## config.mk

```make
export PLATFORM = sky130hd
export DESIGN_NAME = wptr_full_flat
export DESIGN_NICKNAME = d
export VERILOG_FILES = /design/src/rtl/fifo_pkg.sv /design/src/rtl/wptr_full_if.sv /design/src/rtl/wptr_full_gray2bin.sv /design/src/rtl/wptr_full.sv /design/src/flat_wrapper.sv
export SDC_FILE = /design/constraint.sdc
export NUM_CORES = 1
export LEC_CHECK = 0
export CAP_MARGIN = 20
export CORE_ASPECT_RATIO = 1.1
export CORE_UTILIZATION = 30
export DETAILED_ROUTE_END_ITERATION = 12
export SYNTH_ARGS = -nofsm -noshare
export SYNTH_HDL_FRONTEND = slang
export SYNTH_SLANG_ARGS = --single-unit
```

## constraint.sdc

```tcl
create_clock -name wclk -period 7.2 [get_ports wclk]
set_input_delay 1.44 -clock wclk [delete_from_list [all_inputs] [get_ports wclk]]
set_output_delay 1.44 -clock wclk [all_outputs]
set_load 0.03 [all_outputs]
```

## src/rtl/fifo_pkg.sv

```systemverilog
// Shared async-FIFO helpers: Gray/binary conversion and the default address width.
// The read-side controller imports this package as well.
package fifo_pkg;

  localparam int FIFO_ADDRSIZE = 4;

  // Mask with the low w bits set. Callers zero-extend into 32 bits.
  function automatic logic [31:0] width_mask(input int unsigned w);
    return (w >= 32) ? '1 : ((32'd1 << w) - 32'd1);
  endfunction

  function automatic logic [31:0] bin2gray(input logic [31:0] b, input int unsigned w);
    logic [31:0] bm;
    bm = b & width_mask(w);
    return bm ^ (bm >> 1);
  endfunction

  // Bit i is the XOR of all Gray bits at or above i.
  function automatic logic [31:0] gray2bin(input logic [31:0] g, input int unsigned w);
    logic [31:0] gm;
    logic [31:0] b;
    gm    = g & width_mask(w);
    b     = '0;
    b[31] = gm[31];
    for (int i = 30; i >= 0; i--) b[i] = b[i+1] ^ gm[i];
    return b;
  endfunction

endpackage

```

## src/rtl/wptr_full_if.sv

```systemverilog
// Write-side bus of the async FIFO: upstream request, synchronized read pointer,
// and the flags/pointers produced by the write-pointer controller.
interface wptr_full_if #(
  parameter int ADDRSIZE = 4
);
  logic                winc;
  logic [ADDRSIZE:0]   wq2_rptr;
  logic                wovf_clr;
  logic                wen;
  logic [ADDRSIZE-1:0] waddr;
  logic [ADDRSIZE:0]   wptr;
  logic                wfull;
  logic                wafull;
  logic [ADDRSIZE:0]   wlevel;
  logic                wovf;

  // Upstream writer / surrounding FIFO logic.
  modport master (
    output winc, wq2_rptr, wovf_clr,
    input  wen, waddr, wptr, wfull, wafull, wlevel, wovf
  );

  // Write-pointer controller.
  modport slave (
    input  winc, wq2_rptr, wovf_clr,
    output wen, waddr, wptr, wfull, wafull, wlevel, wovf
  );
endinterface

```

## src/rtl/wptr_full_gray2bin.sv

```systemverilog
// Combinational Gray-to-binary converter, parameterised width.
// Each output bit is a reduction XOR of the Gray bits at and above it, so there
// is no ripple chain through the output vector itself.
module gray2bin #(
  parameter int W = 5
) (
  input  logic [W-1:0] gray,
  output logic [W-1:0] bin
);

  // Per-bit prefix XOR from the MSB down.
  always_comb begin
    bin = '0;
    for (int i = 0; i < W; i++) bin[i] = ^(gray >> i);
  end

endmodule

```

## src/rtl/wptr_full.sv

```systemverilog
// Write-domain pointer/flag controller for the async FIFO. Owns the binary write
// address and the Gray pointer sent to the read side; derives full, almost-full,
// fill level and a sticky overflow flag from the synchronized read pointer.
module wptr_full import fifo_pkg::*; #(
  parameter int ADDRSIZE    = FIFO_ADDRSIZE,
  parameter int AFULL_LEVEL = 12
) (
  input logic        wclk,
  input logic        wrst,
  wptr_full_if.slave bus
);

  localparam int            PW        = ADDRSIZE + 1;
  localparam logic [PW-1:0] AFULL_THR = PW'(AFULL_LEVEL);

  logic [PW-1:0] wbin, wbinnext, wgraynext, rbin_s, level_next;
  logic [PW-1:0] wptr_q, wlevel_q;
  logic          wfull_q, wafull_q, wovf_q;
  logic          accept, ovf, wfull_val;

  // A write goes through only while not full; a write against full is dropped.
  assign accept = bus.winc & ~wfull_q;
  assign ovf    = bus.winc &  wfull_q;

  assign wbinnext  = wbin + PW'(accept);
  assign wgraynext = PW'(bin2gray(32'(wbinnext), PW));

  // Full when the next write pointer is exactly one lap ahead of the read
  // pointer: in Gray that means the top two bits inverted, the rest equal.
  assign wfull_val = (wgraynext == {~bus.wq2_rptr[ADDRSIZE:ADDRSIZE-1],
                                    bus.wq2_rptr[ADDRSIZE-2:0]});

  gray2bin #(.W(PW)) u_rptr_g2b (
    .gray (bus.wq2_rptr),
    .bin  (rbin_s)
  );

  // Modular subtraction stays correct across the pointer wrap. The level is
  // pessimistic because the read pointer arrives through a synchronizer.
  assign level_next = wbinnext - rbin_s;

  // Pointer and flag registers; all flags reflect this cycle's accepted write.
  always_ff @(posedge wclk) begin
    if (wrst) begin
      wbin     <= '0;
      wptr_q   <= '0;
      wfull_q  <= 1'b0;
      wafull_q <= 1'b0;
      wlevel_q <= '0;
    end else begin
      wbin     <= wbinnext;
      wptr_q   <= wgraynext;
      wfull_q  <= wfull_val;
      wafull_q <= (level_next >= AFULL_THR);
      wlevel_q <= level_next;
    end
  end

  // Sticky overflow; a fresh overflow beats a same-cycle clear.
  always_ff @(posedge wclk) begin
    if (wrst)              wovf_q <= 1'b0;
    else if (ovf)          wovf_q <= 1'b1;
    else if (bus.wovf_clr) wovf_q <= 1'b0;
  end

  assign bus.wen    = accept;
  assign bus.waddr  = wbin[ADDRSIZE-1:0];
  assign bus.wptr   = wptr_q;
  assign bus.wfull  = wfull_q;
  assign bus.wafull = wafull_q;
  assign bus.wlevel = wlevel_q;
  assign bus.wovf   = wovf_q;

endmodule

```

## src/flat_wrapper.sv

```systemverilog
// flat-port wrapper written by rule: the top's interface ports become plain ports
module wptr_full_flat import fifo_pkg::*;
#(
  parameter int ADDRSIZE    = FIFO_ADDRSIZE,
  parameter int AFULL_LEVEL = 12
)
  (wclk, wrst, bus_winc, bus_wq2_rptr, bus_wovf_clr, bus_wen, bus_waddr, bus_wptr, bus_wfull, bus_wafull, bus_wlevel, bus_wovf);
  wptr_full_if #(.ADDRSIZE(ADDRSIZE)) bus_i ();
  input logic wclk;
  input logic wrst;
  input wire logic [$bits(bus_i.winc)-1:0] bus_winc;
  input wire logic [$bits(bus_i.wq2_rptr)-1:0] bus_wq2_rptr;
  input wire logic [$bits(bus_i.wovf_clr)-1:0] bus_wovf_clr;
  output wire logic [$bits(bus_i.wen)-1:0] bus_wen;
  output wire logic [$bits(bus_i.waddr)-1:0] bus_waddr;
  output wire logic [$bits(bus_i.wptr)-1:0] bus_wptr;
  output wire logic [$bits(bus_i.wfull)-1:0] bus_wfull;
  output wire logic [$bits(bus_i.wafull)-1:0] bus_wafull;
  output wire logic [$bits(bus_i.wlevel)-1:0] bus_wlevel;
  output wire logic [$bits(bus_i.wovf)-1:0] bus_wovf;
  assign bus_i.winc = bus_winc;
  assign bus_i.wq2_rptr = bus_wq2_rptr;
  assign bus_i.wovf_clr = bus_wovf_clr;
  assign bus_wen = bus_i.wen;
  assign bus_waddr = bus_i.waddr;
  assign bus_wptr = bus_i.wptr;
  assign bus_wfull = bus_i.wfull;
  assign bus_wafull = bus_i.wafull;
  assign bus_wlevel = bus_i.wlevel;
  assign bus_wovf = bus_i.wovf;
  wptr_full #(.ADDRSIZE(ADDRSIZE), .AFULL_LEVEL(AFULL_LEVEL)) u_core (.wclk(wclk), .wrst(wrst), .bus(bus_i));
endmodule
```

======== Yosys cells after proc, flatten, opt, wreduce, memory -nomap -nowiden ========
Index checks and enable logic that the tools add are counted.
word-level totals
  register bits ........................... 18
  input port bits ......................... 9
  word-level logic and storage cells ...... 23
cells by class
  bitwise logic cells ..................... 5
  mux-type cells .......................... 2
  eq/ne operators ......................... 1
  magnitude comparators ................... 1
  add/sub/neg operators ................... 2
  reduce and logical (&&, ||, !) cells .... 6
operators by type and width
  cell                                                                                 count
  5-bit parity                                                                         5
  5-bit by 1-bit adder with 5-bit output                                               1
  5-bit equality test                                                                  1
  5-bit by 4-bit greater-or-equal comparator with 1-bit output, second input constant  1
  5-bit subtractor                                                                     1
  5-bit by 4-bit XOR with 5-bit output                                                 1
  1-bit AND                                                                            2
  1-bit two-way mux                                                                    2
  2-bit inverter                                                                       1
  2-bit nonzero test                                                                   1
  1-bit inverter                                                                       1

======== Depth between registers and ports, before layout ========
  depth in word-level cells ............... 5
  gate-level depth with buffers ........... 11
  mapped depth without buffers ............ 11

======== By module ========
A second synthesis with hierarchy kept.
second synthesis, totals
  cell total of the unflattened synthesis .. 84
  area total of the unflattened synthesis .. 853.3 um^2
modules (own cells, without submodules)
  module     area an instance (um^2)  times used  sequential area each (um^2)  cells each
  wptr_full  780.7                    1           340.3                        78
  gray2bin   72.6                     1           0.0                          6

======== Worst setup path after synthesis ========
Ideal clock, no wire load.
  kind .................................... input to register
  start point ............................. input port bus_winc
  end point ............................... register u_core.wafull_q, in the netlist u_core.bus.wafull
  stages .................................. 10
  path slack .............................. 3.110 ns
  buffers on the path ..................... 0
  data arrival time ....................... 3.955 ns
  data required time ...................... 7.065 ns
  path through ............................ nor2b_1 > ha_1 > ha_1 > xor2_2 > ha_1 > nor2b_1 > a221oi_1 > o21ai_0 > a311oi_1 > o22ai_1
on the way
  word-level cells in the longest chain between the ends .. 4
RTL lines
  element                                                       line                source
  from (decl)                                                   flat_wrapper.sv:11  input wire logic [$bits(bus_i.winc)-1:0] bus_winc;
  1-bit AND                                                     wptr_full.sv:22     assign accept = bus.winc & ~wfull_q;
  5-bit by 1-bit adder with 5-bit output                        wptr_full.sv:25     assign wbinnext = wbin + PW'(accept);
  via u_core.wbinnext[2]                                        wptr_full.sv:16     logic [PW-1:0] wbin, wbinnext, wgraynext, rbin_s, level_next;
  5-bit subtractor                                              wptr_full.sv:40     assign level_next = wbinnext - rbin_s;
  5-bit by 4-bit greater-or-equal comparator with 1-bit output  wptr_full.sv:54     wafull_q <= (level_next >= AFULL_THR);
  to (signal assigned)                                          wptr_full.sv:54
  to (decl)                                                     wptr_full.sv:18     logic wfull_q, wafull_q, wovf_q;
The timed path passes the listed nets, and every way through them passes these cells.
A chain may end at the register's enable or synchronous reset.

======== Worst setup path after layout ========
  start point ............................. input port bus_winc
  end point ............................... output port bus_wen
on the way
  word-level cells in the longest chain between the ends .. 1
RTL lines
  element    line                source
  1-bit AND  wptr_full.sv:22
  to (decl)  flat_wrapper.sv:14  output wire logic [$bits(bus_i.wen)-1:0] bus_wen;
Every way passes these cells.

==> impl_metrics.toml <==
[power]
post-layout-total-power_mw = 0.278
peakVddDrop_mv = 0.131
total_leakage_power_nw = 0.491
power_density_nw_per_um2 = 228

[final_layout]
antenna_cells = 0
fin_cells = 155
finalNetCount = 138
flow.area_growth_from_synthesis_pct = 35.6
post-route-util = 0.435
finish.instance_area_um2 = 1220
drive_gt1_frac = 0.0902

[setup_path]
path_class = "in2out"
critPathArrivalTime_ns = 2.79
worstPathMaxFanout = 2
critical_path_required_ns = 5.76
reg2regPathDepth = 10
endpoint_kind = "primary output"
cp-start-kind = "primary input"

[detailed_routing]
routed_wirelength_um = 1770
routedWlPerCell_um = 11.4
drt.antenna.violating_nets = 0
detail_route.drc_violations = 0
detail_route.iter0.violations = 9
dr.pass1.iters = 4
vias_per_cell = 4.64
dr_total_vias = 719

[placed_design]
dp_slack_ns = 2.76
number_of_placed_instances_with_taps_included = 151
postPlaceCellArea_um2 = 1190
hpwl_um = 1320
portBuffers = 26
gpl.final_weighted_congestion = 0.856

[global_routing]
initial_antenna_violation_count = 0
grt_util_all_layers = 0.135
grt_start_max_net_pins = 19
overflow = 0
wire_length_of_the_first_global_routing_pass_um = 3080
first_global_vias = 708

[outcome]
status = "completed"

[logic_synthesis]
ys_ff_latch = 17
netlist_top_cells_area = "sky130_fd_sc_hd__dfxtp_1 38%, sky130_fd_sc_hd__ha_1 8.3%, sky130_fd_sc_hd__xnor2_1 6.8%"
yosysUniqueCellTypes = 28
proportion_of_netlist_area_held_by_the_largest_area_contributor = 0.378
syn-instance-count = 95
synth_fp_nets = 110
synthDominantAreaCellType = "sky130_fd_sc_hd__dfxtp_1"
syn_area_um2 = 900
seq_area_frac_synth = 0.378
yosys_warnings = 0
postSynthAreaPerCell_um2 = 9.47

[timing]
max_freq_mhz = 236
setup_viol = 0
finalHoldViolations = 0
layout_setup_ws_ns = 2.97
worst-slew-pin-transition_ns = 0.635
rsz_0062_raised_after_global_routing = "false"
timing_max_transition_violations_final = 0
period_needed_ns = 4.23
setup_tns_ns = 0
max-slew-margin-rel = 0.576
final.hold.worst_slack_ns = 0.479
final_min_period_over_clock_period = 0.588
finClkSkew_ns = 0.0140

[clock_tree]
cts_resized = 0
clock_pin_slew_worst_setup_and_hold_paths_ns = 0.12
clock_tree.htree_level_count = 1
cts_setup_buffers = 0
cts-hold-fix-buffers = 0
clock_insertion_delay_worst_skew_ns = 0.30
clk_path_buf_depth = 2
cts-root-buf = "sky130_fd_sc_hd__clkbuf_4"
cts_made_buffers = 3
tritoncts = "built"
sink_count = 17

[die]
num_io_pins = 27
initial_core_utilization = 0.321
core_um2 = 2800
floorplan.die_area_um2 = 3220
die-width_um = 54.2
die_y_um = 59.4
row_count = 20

[worst_hold_path]
timing.hold.worst_path_depth = 2
holdCritPathClass = "reg2reg"

[flow_run]
max_cap_viol_count = 0
==> where the power goes <==
| group | internal, mW | leakage, nW | switching (mW) |
|---|---|---|---|
| sequential | 0.106 | 0.140 | 0.00355 |
| clock | 0.0211 | 0.0139 | 0.0331 |
| combinational | 0.0510 | 0.337 | 0.0637 |
==> cell families (layout without fill, tap and decap cells) <==
group	after synthesis	after routing	share of synthesized area
compound gates	9	9	0.0820
xor+xnor	18	18	0.209
fa+ha+maj	6	6	0.0834
buf+inv	8	35	0.0334
flops	17	17	0.378
mux	1	1	0.0111
simple gates	36	36	0.203
==> synth_stat cells <==
library cell / instances
sky130_fd_sc_hd__a2111oi_2: 1
sky130_fd_sc_hd__a21oi_1: 3
sky130_fd_sc_hd__a221oi_1: 1
sky130_fd_sc_hd__a221oi_2: 1
sky130_fd_sc_hd__a311oi_1: 1
sky130_fd_sc_hd__and2_2: 1
sky130_fd_sc_hd__and3_1: 1
sky130_fd_sc_hd__buf_1: 1
sky130_fd_sc_hd__clkbuf_1: 2
sky130_fd_sc_hd__dfxtp_1: 17
sky130_fd_sc_hd__ha_1: 6
sky130_fd_sc_hd__inv_1: 5
sky130_fd_sc_hd__mux2i_1: 1
sky130_fd_sc_hd__nand2_1: 4
sky130_fd_sc_hd__nand2b_1: 2
sky130_fd_sc_hd__nand3_1: 3
sky130_fd_sc_hd__nor2_1: 14
sky130_fd_sc_hd__nor2b_1: 7
sky130_fd_sc_hd__nor3_1: 1
sky130_fd_sc_hd__nor4b_1: 1
sky130_fd_sc_hd__nor4bb_1: 1
sky130_fd_sc_hd__o21ai_0: 1
sky130_fd_sc_hd__o22ai_1: 1
sky130_fd_sc_hd__or3_1: 1
sky130_fd_sc_hd__xnor2_1: 7
sky130_fd_sc_hd__xnor2_2: 2
sky130_fd_sc_hd__xor2_1: 7
sky130_fd_sc_hd__xor2_2: 2
==> state kept, by name (all words and copies together), names as in the netlist <==
| register | flops |
|---|---|
| u_core.bus.wlevel | 5 |
| u_core.bus.wafull | 1 |
| u_core.bus.wovf | 1 |
| u_core.wbin | 4 |
| u_core.bus.wfull | 1 |
| u_core.bus.wptr | 5 |
==> cells in the final DEF (no fill, tap or decap), types with 2 or more instances in the layout <==
master                            count
sky130_fd_sc_hd__nor2_1              14
sky130_fd_sc_hd__clkbuf_4             3
sky130_fd_sc_hd__dfxtp_1             17
sky130_fd_sc_hd__xnor2_1              7
sky130_fd_sc_hd__nand3_1              3
sky130_fd_sc_hd__a21oi_1              3
sky130_fd_sc_hd__nand2b_1             2
sky130_fd_sc_hd__nand2_1              4
sky130_fd_sc_hd__xor2_1               7
sky130_fd_sc_hd__xnor2_2              2
sky130_fd_sc_hd__nor2b_1              7
sky130_fd_sc_hd__ha_1                 6
sky130_fd_sc_hd__clkdlybuf4s50_1     26
sky130_fd_sc_hd__inv_1                5
sky130_fd_sc_hd__xor2_2               2
==> final timing paths <==
path	slack, ns	to	from
min reg2reg	0.48	u_core.bus.wovf$_SDFFE_PP0P_	u_core.bus.wovf$_SDFFE_PP0P_
min	0.48	u_core.bus.wovf$_SDFFE_PP0P_	u_core.bus.wovf$_SDFFE_PP0P_
max	2.97	bus_wen	bus_winc
max reg2reg	4.35	u_core.bus.wafull$_SDFF_PP0_	u_core.bus.wfull$_SDFF_PP0_
==> critical path, stage by stage <==
cell and delay [ns]:
sky130_fd_sc_hd__clkdlybuf4s50_1 0.47, sky130_fd_sc_hd__nor2b_1 0.18, sky130_fd_sc_hd__clkdlybuf4s50_1 0.70
==> cell type report <==
type                            count  area (um^2)
Fill cell                         312         1580
Multi-Input combinational cell     70          529
Sequential cell                    17          340
Timing Repair Buffer               26          260
Tap cell                           33         41.3
Clock buffer                        3         22.5
Inverter                            5         18.8
Clock inverter                      1         7.51
==> layer usage <==
layer / routed length [um] / vias to the layer above / global-route usage
li1: - / 366 / -
met1: 771 / 336 / 0.159
met2: 920 / 15 / 0.214
met3: 66 / 2 / 0.0487
met4: 13 / 0 / 0.0659
met5: 0 / - / 0
No activity file was read; power rests on OpenSTA's default activity.
